`src/rtl/shru_seq_pkg.sv`:
```
// shru_seq_pkg: shared types and helpers for the ShRU save-frame sequencer.
//   state_e      - sequencer FSM states
//   NR_WORDS     - default number of words in one save frame
//   MEPC_IDX     - frame word holding mepc
//   MCAUSE_IDX   - frame word holding mcause
//   word_offset  - byte offset of frame word idx for a given XLEN
package shru_seq_pkg;

  typedef enum logic [1:0] {
    ST_IDLE = 2'd0,
    ST_PEND = 2'd1,
    ST_SAVE = 2'd2,
    ST_DONE = 2'd3
  } state_e;

  localparam int unsigned NR_WORDS   = 4;
  localparam int unsigned MEPC_IDX   = 0;
  localparam int unsigned MCAUSE_IDX = 1;

  function automatic int unsigned word_offset(input int unsigned idx, input int unsigned xlen);
    return idx * (xlen / 8);
  endfunction

endpackage

```
`src/rtl/shru_page_match.sv`:
```
// shru_page_match: flags an LSU load page offset that lands in the same
// XLEN-sized slot as any word of the active save frame.
// Ports:
//   active_i      - a frame is in flight (sequencer busy)
//   base_i        - low 12 bits of the frame base address
//   page_offset_i - LSU load page offset
//   match_o       - offset overlaps one of the NR_WORDS frame words
module shru_page_match
  import shru_seq_pkg::*;
#(
  parameter int unsigned XLEN     = 64,
  parameter int unsigned NR_WORDS = 4
) (
  input  logic        active_i,
  input  logic [11:0] base_i,
  input  logic [11:0] page_offset_i,
  output logic        match_o
);

  // Word granularity: 8-byte slots for RV64, 4-byte slots for RV32.
  localparam int unsigned LSB = (XLEN == 32) ? 2 : 3;

  logic [11:0] word_addr;

  always_comb begin
    match_o   = 1'b0;
    word_addr = '0;
    for (int unsigned i = 0; i < NR_WORDS; i++) begin
      // Only the page offset matters, so the sum wraps within 12 bits.
      word_addr = base_i + 12'(word_offset(i, XLEN));
      if ((page_offset_i >> LSB) == (word_addr >> LSB)) begin
        match_o = active_i;
      end
    end
  end

endmodule

```
`src/rtl/shru_save_sequencer.sv`:
```
// shru_save_sequencer: writes the shadow-register save frame (mepc, mcause,
// further snapshot words) below the current sp through the shared dcache
// store port, arbitrating that port against the LSU, and tracks the number
// of nested saved frames.
// Ports:
//   clk_i, rst_i            - clock, asynchronous active-high reset
//   save_req_i/save_sp_i/save_data_i - save trigger pulse, sp, snapshot words
//   restore_i               - frame popped (mret) pulse
//   save_ready_o            - a save trigger will be accepted this cycle
//   next_sp_o               - sp after the frame is pushed (combinational)
//   level_o                 - current nesting level
//   store_valid_o           - one-cycle pulse once the whole frame is granted
//   busy_o, overflow_o      - FSM not idle; sticky save-at-max-level flag
//   lsu_*                   - LSU store request side
//   mem_*                   - dcache store request side
//   page_offset_i/page_offset_match_o - load offset vs. in-flight frame
//   perf_lsu_stall_o        - LSU cycles blocked by a save
//   state_o                 - FSM state, for debug and checkers
// Build option: define SHRU_SEQ_PERF_EN to build the LSU stall counter;
// otherwise perf_lsu_stall_o is tied to zero.
//
// Handshake: a dcache request (mem_req_o with addr/wdata/be) is held stable
// until the cycle mem_gnt_i is high; that cycle completes the transfer. The
// LSU obeys the same rule on lsu_req_i/lsu_gnt_o.
module shru_save_sequencer
  import shru_seq_pkg::*;
#(
  parameter int unsigned XLEN      = 64,
  parameter int unsigned NR_WORDS  = 4,
  parameter int unsigned MAX_LEVEL = 7
) (
  input  logic                     clk_i,
  input  logic                     rst_i,
  input  logic                     save_req_i,
  input  logic [XLEN-1:0]          save_sp_i,
  input  logic [NR_WORDS*XLEN-1:0] save_data_i,
  input  logic                     restore_i,
  output logic                     save_ready_o,
  output logic [XLEN-1:0]          next_sp_o,
  output logic [4:0]               level_o,
  output logic                     store_valid_o,
  output logic                     busy_o,
  output logic                     overflow_o,
  input  logic                     lsu_req_i,
  input  logic [XLEN-1:0]          lsu_addr_i,
  input  logic [XLEN-1:0]          lsu_wdata_i,
  input  logic [XLEN/8-1:0]        lsu_be_i,
  output logic                     lsu_gnt_o,
  output logic                     mem_req_o,
  output logic [XLEN-1:0]          mem_addr_o,
  output logic [XLEN-1:0]          mem_wdata_o,
  output logic [XLEN/8-1:0]        mem_be_o,
  input  logic                     mem_gnt_i,
  input  logic [11:0]              page_offset_i,
  output logic                     page_offset_match_o,
  output logic [31:0]              perf_lsu_stall_o,
  output state_e                   state_o
);

  localparam int unsigned CNT_W = (NR_WORDS > 1) ? $clog2(NR_WORDS) : 1;
  localparam logic [CNT_W-1:0] LAST_CNT = CNT_W'(NR_WORDS - 1);
  localparam logic [4:0] MAX_LVL = 5'(MAX_LEVEL);

  state_e                       state_q, state_d;
  logic [CNT_W-1:0]             cnt_q;
  logic [4:0]                   level_q;
  logic                         overflow_q;
  logic [XLEN-1:0]              base_q;
  logic [NR_WORDS-1:0][XLEN-1:0] words_q;
  logic                         accept;
  logic                         grant_save;
  logic                         level_inc;
  logic                         level_dec;

  assign next_sp_o    = save_sp_i - XLEN'(word_offset(NR_WORDS, XLEN));
  assign save_ready_o = (state_q == ST_IDLE) && (level_q < MAX_LVL);
  assign accept       = save_req_i && save_ready_o;
  assign grant_save   = (state_q == ST_SAVE) && mem_gnt_i;
  assign level_inc    = (state_q == ST_DONE);
  assign level_dec    = restore_i && (level_q != 5'd0);

  assign busy_o     = (state_q != ST_IDLE);
  assign level_o    = level_q;
  assign overflow_o = overflow_q;
  assign state_o    = state_q;

  always_comb begin
    state_d       = state_q;
    store_valid_o = 1'b0;
    // LSU passthrough unless the frame owns the port.
    mem_req_o     = lsu_req_i;
    mem_addr_o    = lsu_addr_i;
    mem_wdata_o   = lsu_wdata_i;
    mem_be_o      = lsu_be_i;
    lsu_gnt_o     = lsu_req_i & mem_gnt_i;
    case (state_q)
      ST_IDLE: begin
        // A stalled LSU request must finish first, so it cannot be torn.
        if (accept) state_d = (lsu_req_i && !mem_gnt_i) ? ST_PEND : ST_SAVE;
      end
      ST_PEND: begin
        if (!lsu_req_i || mem_gnt_i) state_d = ST_SAVE;
      end
      ST_SAVE: begin
        mem_req_o   = 1'b1;
        mem_addr_o  = base_q + XLEN'(word_offset(32'(cnt_q), XLEN));
        mem_wdata_o = words_q[cnt_q];
        mem_be_o    = '1;
        lsu_gnt_o   = 1'b0;
        if (mem_gnt_i && (cnt_q == LAST_CNT)) state_d = ST_DONE;
      end
      ST_DONE: begin
        store_valid_o = 1'b1;
        state_d       = ST_IDLE;
      end
      default: state_d = ST_IDLE;
    endcase
  end

  always_ff @(posedge clk_i or posedge rst_i) begin
    if (rst_i) begin
      state_q    <= ST_IDLE;
      cnt_q      <= '0;
      level_q    <= '0;
      overflow_q <= 1'b0;
      base_q     <= '0;
      words_q    <= '0;
    end else begin
      state_q <= state_d;
      if (accept) begin
        base_q  <= next_sp_o;
        words_q <= save_data_i;
        cnt_q   <= '0;
      end else if (grant_save) begin
        cnt_q <= cnt_q + CNT_W'(1);
      end
      // A push and a pop in the same cycle cancel out.
      case ({level_inc, level_dec})
        2'b10:   level_q <= level_q + 5'd1;
        2'b01:   level_q <= level_q - 5'd1;
        default: level_q <= level_q;
      endcase
      if (save_req_i && (level_q == MAX_LVL)) overflow_q <= 1'b1;
    end
  end

  shru_page_match #(
    .XLEN     (XLEN),
    .NR_WORDS (NR_WORDS)
  ) u_page_match (
    .active_i      (busy_o),
    .base_i        (base_q[11:0]),
    .page_offset_i (page_offset_i),
    .match_o       (page_offset_match_o)
  );

`ifdef SHRU_SEQ_PERF_EN
  logic [31:0] perf_q;

  always_ff @(posedge clk_i or posedge rst_i) begin
    if (rst_i) begin
      perf_q <= '0;
    end else if (lsu_req_i && (state_q == ST_SAVE) && (perf_q != '1)) begin
      perf_q <= perf_q + 32'd1;
    end
  end

  assign perf_lsu_stall_o = perf_q;
`else
  assign perf_lsu_stall_o = 32'd0;
`endif

endmodule

```
`config.mk`:
```
export PLATFORM = sky130hd
export DESIGN_NAME = shru_save_sequencer
export DESIGN_NICKNAME = d
export VERILOG_FILES = /design/src/rtl/shru_seq_pkg.sv /design/src/rtl/shru_page_match.sv /design/src/rtl/shru_save_sequencer.sv
export SDC_FILE = /design/constraint.sdc
export NUM_CORES = 1
export LEC_CHECK = 0
export ABC_AREA = 1
export CORE_AREA = 4 4 276 278
export DETAILED_ROUTE_END_ITERATION = 16
export DIE_AREA = 0 0 280 282
export GPL_TIMING_DRIVEN = 0
export HOLD_SLACK_MARGIN = 0.1
export PLACE_DENSITY_LB_ADDON = 0.2
export SLEW_MARGIN = 20
export SYNTH_ARGS = -nofsm -noshare
export SYNTH_HDL_FRONTEND = slang
export SYNTH_SLANG_ARGS = --single-unit
```
`constraint.sdc`:
```
create_clock -name clk_i -period 26.6 [get_ports clk_i]
set_clock_uncertainty 0.1 [all_clocks]
set_input_delay 5.32 -clock clk_i [delete_from_list [all_inputs] [get_ports clk_i]]
set_output_delay 5.32 -clock clk_i [all_outputs]
set_load 0.01 [all_outputs]
```
Word-level counts from Yosys, hierarchy flattened
Index checks and enable logic that the tools add are counted.

Add/subtract/negate cells: 8. Order comparisons: 2. Eq/ne operators: 14. Muxes and demuxes: 20. Bitwise logic cells: 1. Reductions and logical operators: 16.

Operator list (number): 64-bit two-way mux (3); 64-bit binary-select mux with 2-bit select (1); 64-bit by 5-bit adder with 64-bit output (1); 64-bit by 6-bit subtractor with 64-bit output, second input constant (1); 9-bit == test (4); 12-bit by 5-bit adder with 12-bit output, second input constant (2); 12-bit by 4-bit adder with 12-bit output, second input constant (1); 2-bit two-way mux (6); 5-bit case mux with 2 select lines (1); 2-bit == test, second input constant (4); 8-bit two-way mux (1); 2-bit case mux with 4 select lines (1); 1-bit logical AND (7); 1-bit two-way mux (7); 2-bit nonzero test (3); 5-bit by 1-bit adder with 5-bit output, second input constant (1); 5-bit by 3-bit == test with 1-bit output, second input constant (1); 5-bit by 3-bit less-than comparator with 1-bit output, second input constant (1); 5-bit nonzero test (1); 5-bit by 1-bit subtractor with 5-bit output, second input constant (1); 2-bit by 1-bit == test with 1-bit output, second input constant (2); 2-bit inequality test, second input constant (2); 2-bit by 3-bit less-than comparator with 1-bit output, second input constant (1); 3-bit AND reduction (1); 6 further kinds (7).

Register bits: 330. Input bits: 474.

Depth between registers and ports, before layout
Gate-level depths: netlist of the first run.

Depth in word-level cells: 5. Gate-level depth with buffers: 14. Depth with buffers taken out: 14.

Modules after synthesis
Synthesis of the first run repeated with hierarchy kept, for this count alone.

Cell total of the unflattened synthesis: 3167. Area total of the unflattened synthesis: 21100.2 sq um.

By module, submodules not included: shru_save_sequencer (times used 1, cells each 2973, area each 20271.9 sq um, sequential area each 8257.9 sq um); shru_page_match (times used 1, cells each 194, area each 828.3 sq um, sequential area each 0.0 sq um).

Least setup slack after synthesis of the first run
No wires, ideal clock.

Path kind: input to output. Start: input save_sp_i[5]. End: output next_sp_o[49]. Arrival time: 6596 ps. Data required time: 21180 ps. Path slack: 14584 ps. Cell stages on the path: 8. Buffers on the path: 0. Path through: inv_1 > ha_1 > nand2_1 > nor2_4 > nand4_4 > nor2_2 > nand3_1 > and2_1.

Longest elaborated chain between the ends: 1.

RTL lines: start, declared (line shru_save_sequencer.sv:35) `input logic [XLEN-1:0] save_sp_i,`; 64-bit by 6-bit subtractor with 64-bit output (line shru_save_sequencer.sv:75) `assign next_sp_o = save_sp_i - XLEN'(word_offset(NR_WORDS, XLEN));`; end, declared (line shru_save_sequencer.sv:39) `output logic [XLEN-1:0] next_sp_o,`.

Every way passes these cells.

Worst setup path after layout of the first run
Start: input save_sp_i[5]. End: output next_sp_o[59].

The elaborated chain is that of the path after synthesis.

==> results of run 1 <==
[tightest hold or removal path, stage by stage (launching register included)]
cell                      delay, ps
sky130_fd_sc_hd__dfrtp_1        340
sky130_fd_sc_hd__nand2_1         50
sky130_fd_sc_hd__nand2_1         40
[metal layers]
layer,share of wire,wire length [µm]
met5,0.0024,249
met4,0.029,3010
met3,0.080,8380
met2,0.50,52500
met1,0.39,40800
[final cells by class]
cell class              instances  area, µm²  area share
clock buffers                  64       1210      0.0402
diodes                         15       37.5     0.00124
clock inverters                10        115     0.00381
flip-flops and latches        330       8260       0.273
plain buffers                 180        872      0.0289
well taps                     969       1210      0.0401
multi-input cells            2282      10500       0.347
inverters                     289       1090      0.0361
repair buffers                687       6930       0.229
[power by group through the flow]
stage	Sequential, mW	Combinational [mW]	Clock [mW]
final	0.893	1.49	0.565
after global routing	0.921	1.66	0.599
after CTS	0.890	1.51	0.577
after detailed placement	0.896	1.50	0
after global placement	0.894	1.49	0
after floorplan	0.847	0.812	0
[registers in the layout (all words and copies together), names as in the netlist]
register,count
level_o,5
words_q,256
overflow_o,1
base_q,64
state_o,2
cnt_q,2
[placed cells by master (no fill, tap or decap), drive strengths merged]
master and count:
clkinv 9, diode 15, nand4 19, nor3 29
a21oi 70, bufinv 1, o41ai 1, and2 6
buf 90, nand3 80, a31oi 69, inv 289
fa 2, nand3b 2, xor2 55, conb 32
clkdlybuf4s50 684, xnor2 31, or2 10, ha 17
nor3b 1, nor2 324, o21bai 3, nand2 1190
clkbuf 157, o21ai 276, o211ai 65, dfrtp 330
[path summary, 6_finish.rpt]
check | end | slack (ps) | cells after the start
setup / recovery | next_sp_o[59] | 12740 | 10
hold / removal | words_q[7] | 360 | 2
setup reg to reg | words_q[2] | 23440 | 9
hold reg to reg | words_q[7] | 360 | 2
max in group asynchronous | words_q[245] | 19900 | 4
min in group asynchronous | level_o[4] | 5150 | 2
[through the flow]
| step | power (mW) | std cells | utilization | worst slack, ps | hold slack, ps |
|---|---|---|---|---|---|
| 6_report | 2.95 | 4826 | 0.409 | 12740 | 364 |
| 3_5_place_dp | 2.40 | 4737 | 0.390 | 12750 | 353 |
| 3_3_place_gp | 2.38 | 4734 | 0.389 | 6850 | 349 |
| 4_1_cts | 2.98 | 4811 | 0.408 | 12740 | 367 |
| 2_1_floorplan | 1.66 | 3081 | - | 12040 | 337 |
| 5_1_grt | 3.18 | 4820 | 0.408 | 12570 | 380 |
[kinds of logic (layout without fill, tap and decap cells)]
kind of cell,count (synthesis),in the layout,synth area share
compound gates,484,484,0.130
other cells,1,47,0.000182
simple gates,1661,1661,0.325
buf+inv,469,1230,0.0949
xor+xnor,86,86,0.0366
flops,330,330,0.401
fa+ha+maj,19,19,0.0123
==> impl_metrics.sql, run 1 <==
INSERT INTO impl_metrics (metric_group, metric, value, unit) VALUES
('floorplanning', 'die_h', '282', 'µm'),
('setup_path', 'worst_setup_path_start_kind', 'input pin', ''),
('clock_network', 'post_cts_resize_count', '0', ''),
('clock_network', 'cts.reportedPaths.clkPinSlew', '60', 'ps'),
('global_routing', 'met2_usage', '0.459', ''),
('drt', 'routedWlPerCell', '21.7', 'µm'),
('setup_path', 'critPathRequiredTime', '21180', 'ps'),
('min_path', 'hp-start', 'words_q[7]', ''),
('synthesis', 'yosys.cell_types.count', '38', ''),
('setup_path', 'worstReg2RegStart', 'state_o[0]', ''),
('pwr', 'power.combinational.fraction', '0.506', ''),
('run', 'cap_violations', '0', ''),
('setup_path', 'cpMaxStageDelayCell', 'sky130_fd_sc_hd__clkdlybuf4s50_1', ''),
('setup_path', 'critPathBufInv', '4', ''),
('floorplanning', 'std_cell_rows', '100', ''),
('drt', 'detail_route.vias_per_cell', '4.73', ''),
('global_routing', 'grt_max_degree', '92', ''),
('floorplanning', 'floorplan.core_area', '73900', 'µm²'),
('drt', 'firstDrtPassIters', '5', ''),
('setup_path', 'setup.worst_path.class', 'input pin to primary output', ''),
('pwr', 'p_switching', '1.30', 'mW'),
('global_routing', 'm3_gr_usage', '0.0687', ''),
('setup_path', 'critical_path.startpoint', 'save_sp_i[5]', ''),
('pwr', 'switching_share', '0.439', ''),
('placement', 'detailed_place.area', '28900', 'µm²'),
('pwr', 'p_leak', '13.7', 'nW'),
('synthesis', 'fraction_of_the_yosys_area_taken_by_sequential_cells', '0.401', ''),
('finish', 'fin_area', '30200', 'µm²'),
('floorplanning', 'io_pins', '720', ''),
('global_routing', 'grt_antenna_before_repair', '35', ''),
('clock_network', 'clock_tree.buffer_depth', '3', ''),
('sta', 'tightestPinTransition', '1090', 'ps'),
('placement', 'globalplace.congestion', '0.975', ''),
('synthesis', 'synth-async-reset-ratio', '1.00', ''),
('sta', 'post-route-min-period', '13860', 'ps'),
('global_routing', 'gr-usage-met1', '0.297', ''),
('setup_path', 'timing.critical_path.cells', 'clkdlybuf4s50_1, inv_1, ha_1, nand2_1, nor2_2, inv_1, nor2_1, nand2_1, xnor2_1, clkdlybuf4s50_1', ''),
('synthesis', 'post_synth_edffs', '0', ''),
('pwr', 'internal_power', '1.66', 'mW'),
('synthesis', 'yosys-top-cells-count', '1177 x sky130_fd_sc_hd__nand2_1, 330 x sky130_fd_sc_hd__dfrtp_1, 302 x sky130_fd_sc_hd__nor2_1, 281 x sky130_fd_sc_hd__inv_1, 263 x sky130_fd_sc_hd__o21ai_0', ''),
('clock_network', 'cts_root_buffer', 'sky130_fd_sc_hd__clkbuf_16', ''),
('synthesis', 'synthesis.instances', '3050', ''),
('synthesis', 'synth.area.top_cells', 'sky130_fd_sc_hd__dfrtp_1 40%, sky130_fd_sc_hd__nand2_1 21%, sky130_fd_sc_hd__o21ai_0 6.4%', ''),
('setup_path', 'critPathTopFamily', 'buffers and inverters', ''),
('pwr', 'irDropWorstVdd', '0.0520', 'mV'),
('global_routing', 'grt.overflow.total', '0', ''),
('sta', 'final_hold_fails', '0', ''),
('clock_network', 'htree_num_levels', '2', ''),
('finish', 'filler_cell_count', '7961', ''),
('finish', 'drive_above_1_share', '0.0515', ''),
('setup_path', 'worst-path-max-fanout', '5', ''),
('placement', 'numPortBuffers', '684', ''),
('floorplanning', 'initial_core_util', '0.278', ''),
('synthesis', 'synth-main-ff-cell', 'sky130_fd_sc_hd__dfrtp_1', ''),
('global_routing', 'busiest_layer', 'met2', ''),
('synthesis', 'ys_warn_count', '0', ''),
('sta', 'slew_violations', '0', ''),
('sta', 'setup_viol_count_final', '0', ''),
('clock_network', 'postCtsHoldBufs', '0', ''),
('pwr', 'power.clock.fraction', '0.191', ''),
('drt', 'drc', '0', ''),
('sta', 'slew_headroom', '0.274', ''),
('global_routing', 'grt_first_pass_wirelength', '149000', 'µm'),
('pwr', 'p_per_area', '97.7', 'nW/µm²'),
('sta', 'tns', '0', 'ps'),
('floorplanning', 'floorplan.die_area', '79000', 'µm²'),
('drt', 'antenna_violating_nets_post_route', '0', ''),
('synthesis', 'netlist.area_leader.share', '0.401', ''),
('run_status', 'status', 'finished clean', ''),
('sta', 'fin_crit_sh', '0.521', ''),
('clock_network', 'clkLatencyLatePin', '570', 'ps');
No activity file was read; power rests on OpenSTA's default activity.
==> run 2: changes to the inputs <==
- clock period: 26.6 -> 13.2 ns (I/O delays scaled with it)
==> results of run 2 <==
Same layout as run 1 (identical final DEF). Status: finished clean.
Main changes from that run: setup slack after placement 12750 ps -> 4710 ps; setup slack after layout 12740 ps -> 4700 ps; register-to-register setup slack 23440 ps -> 10040 ps; total power 2.95 mW -> 5.95 mW; worst IR drop on VDD 0.0520 mV -> 0.105 mV
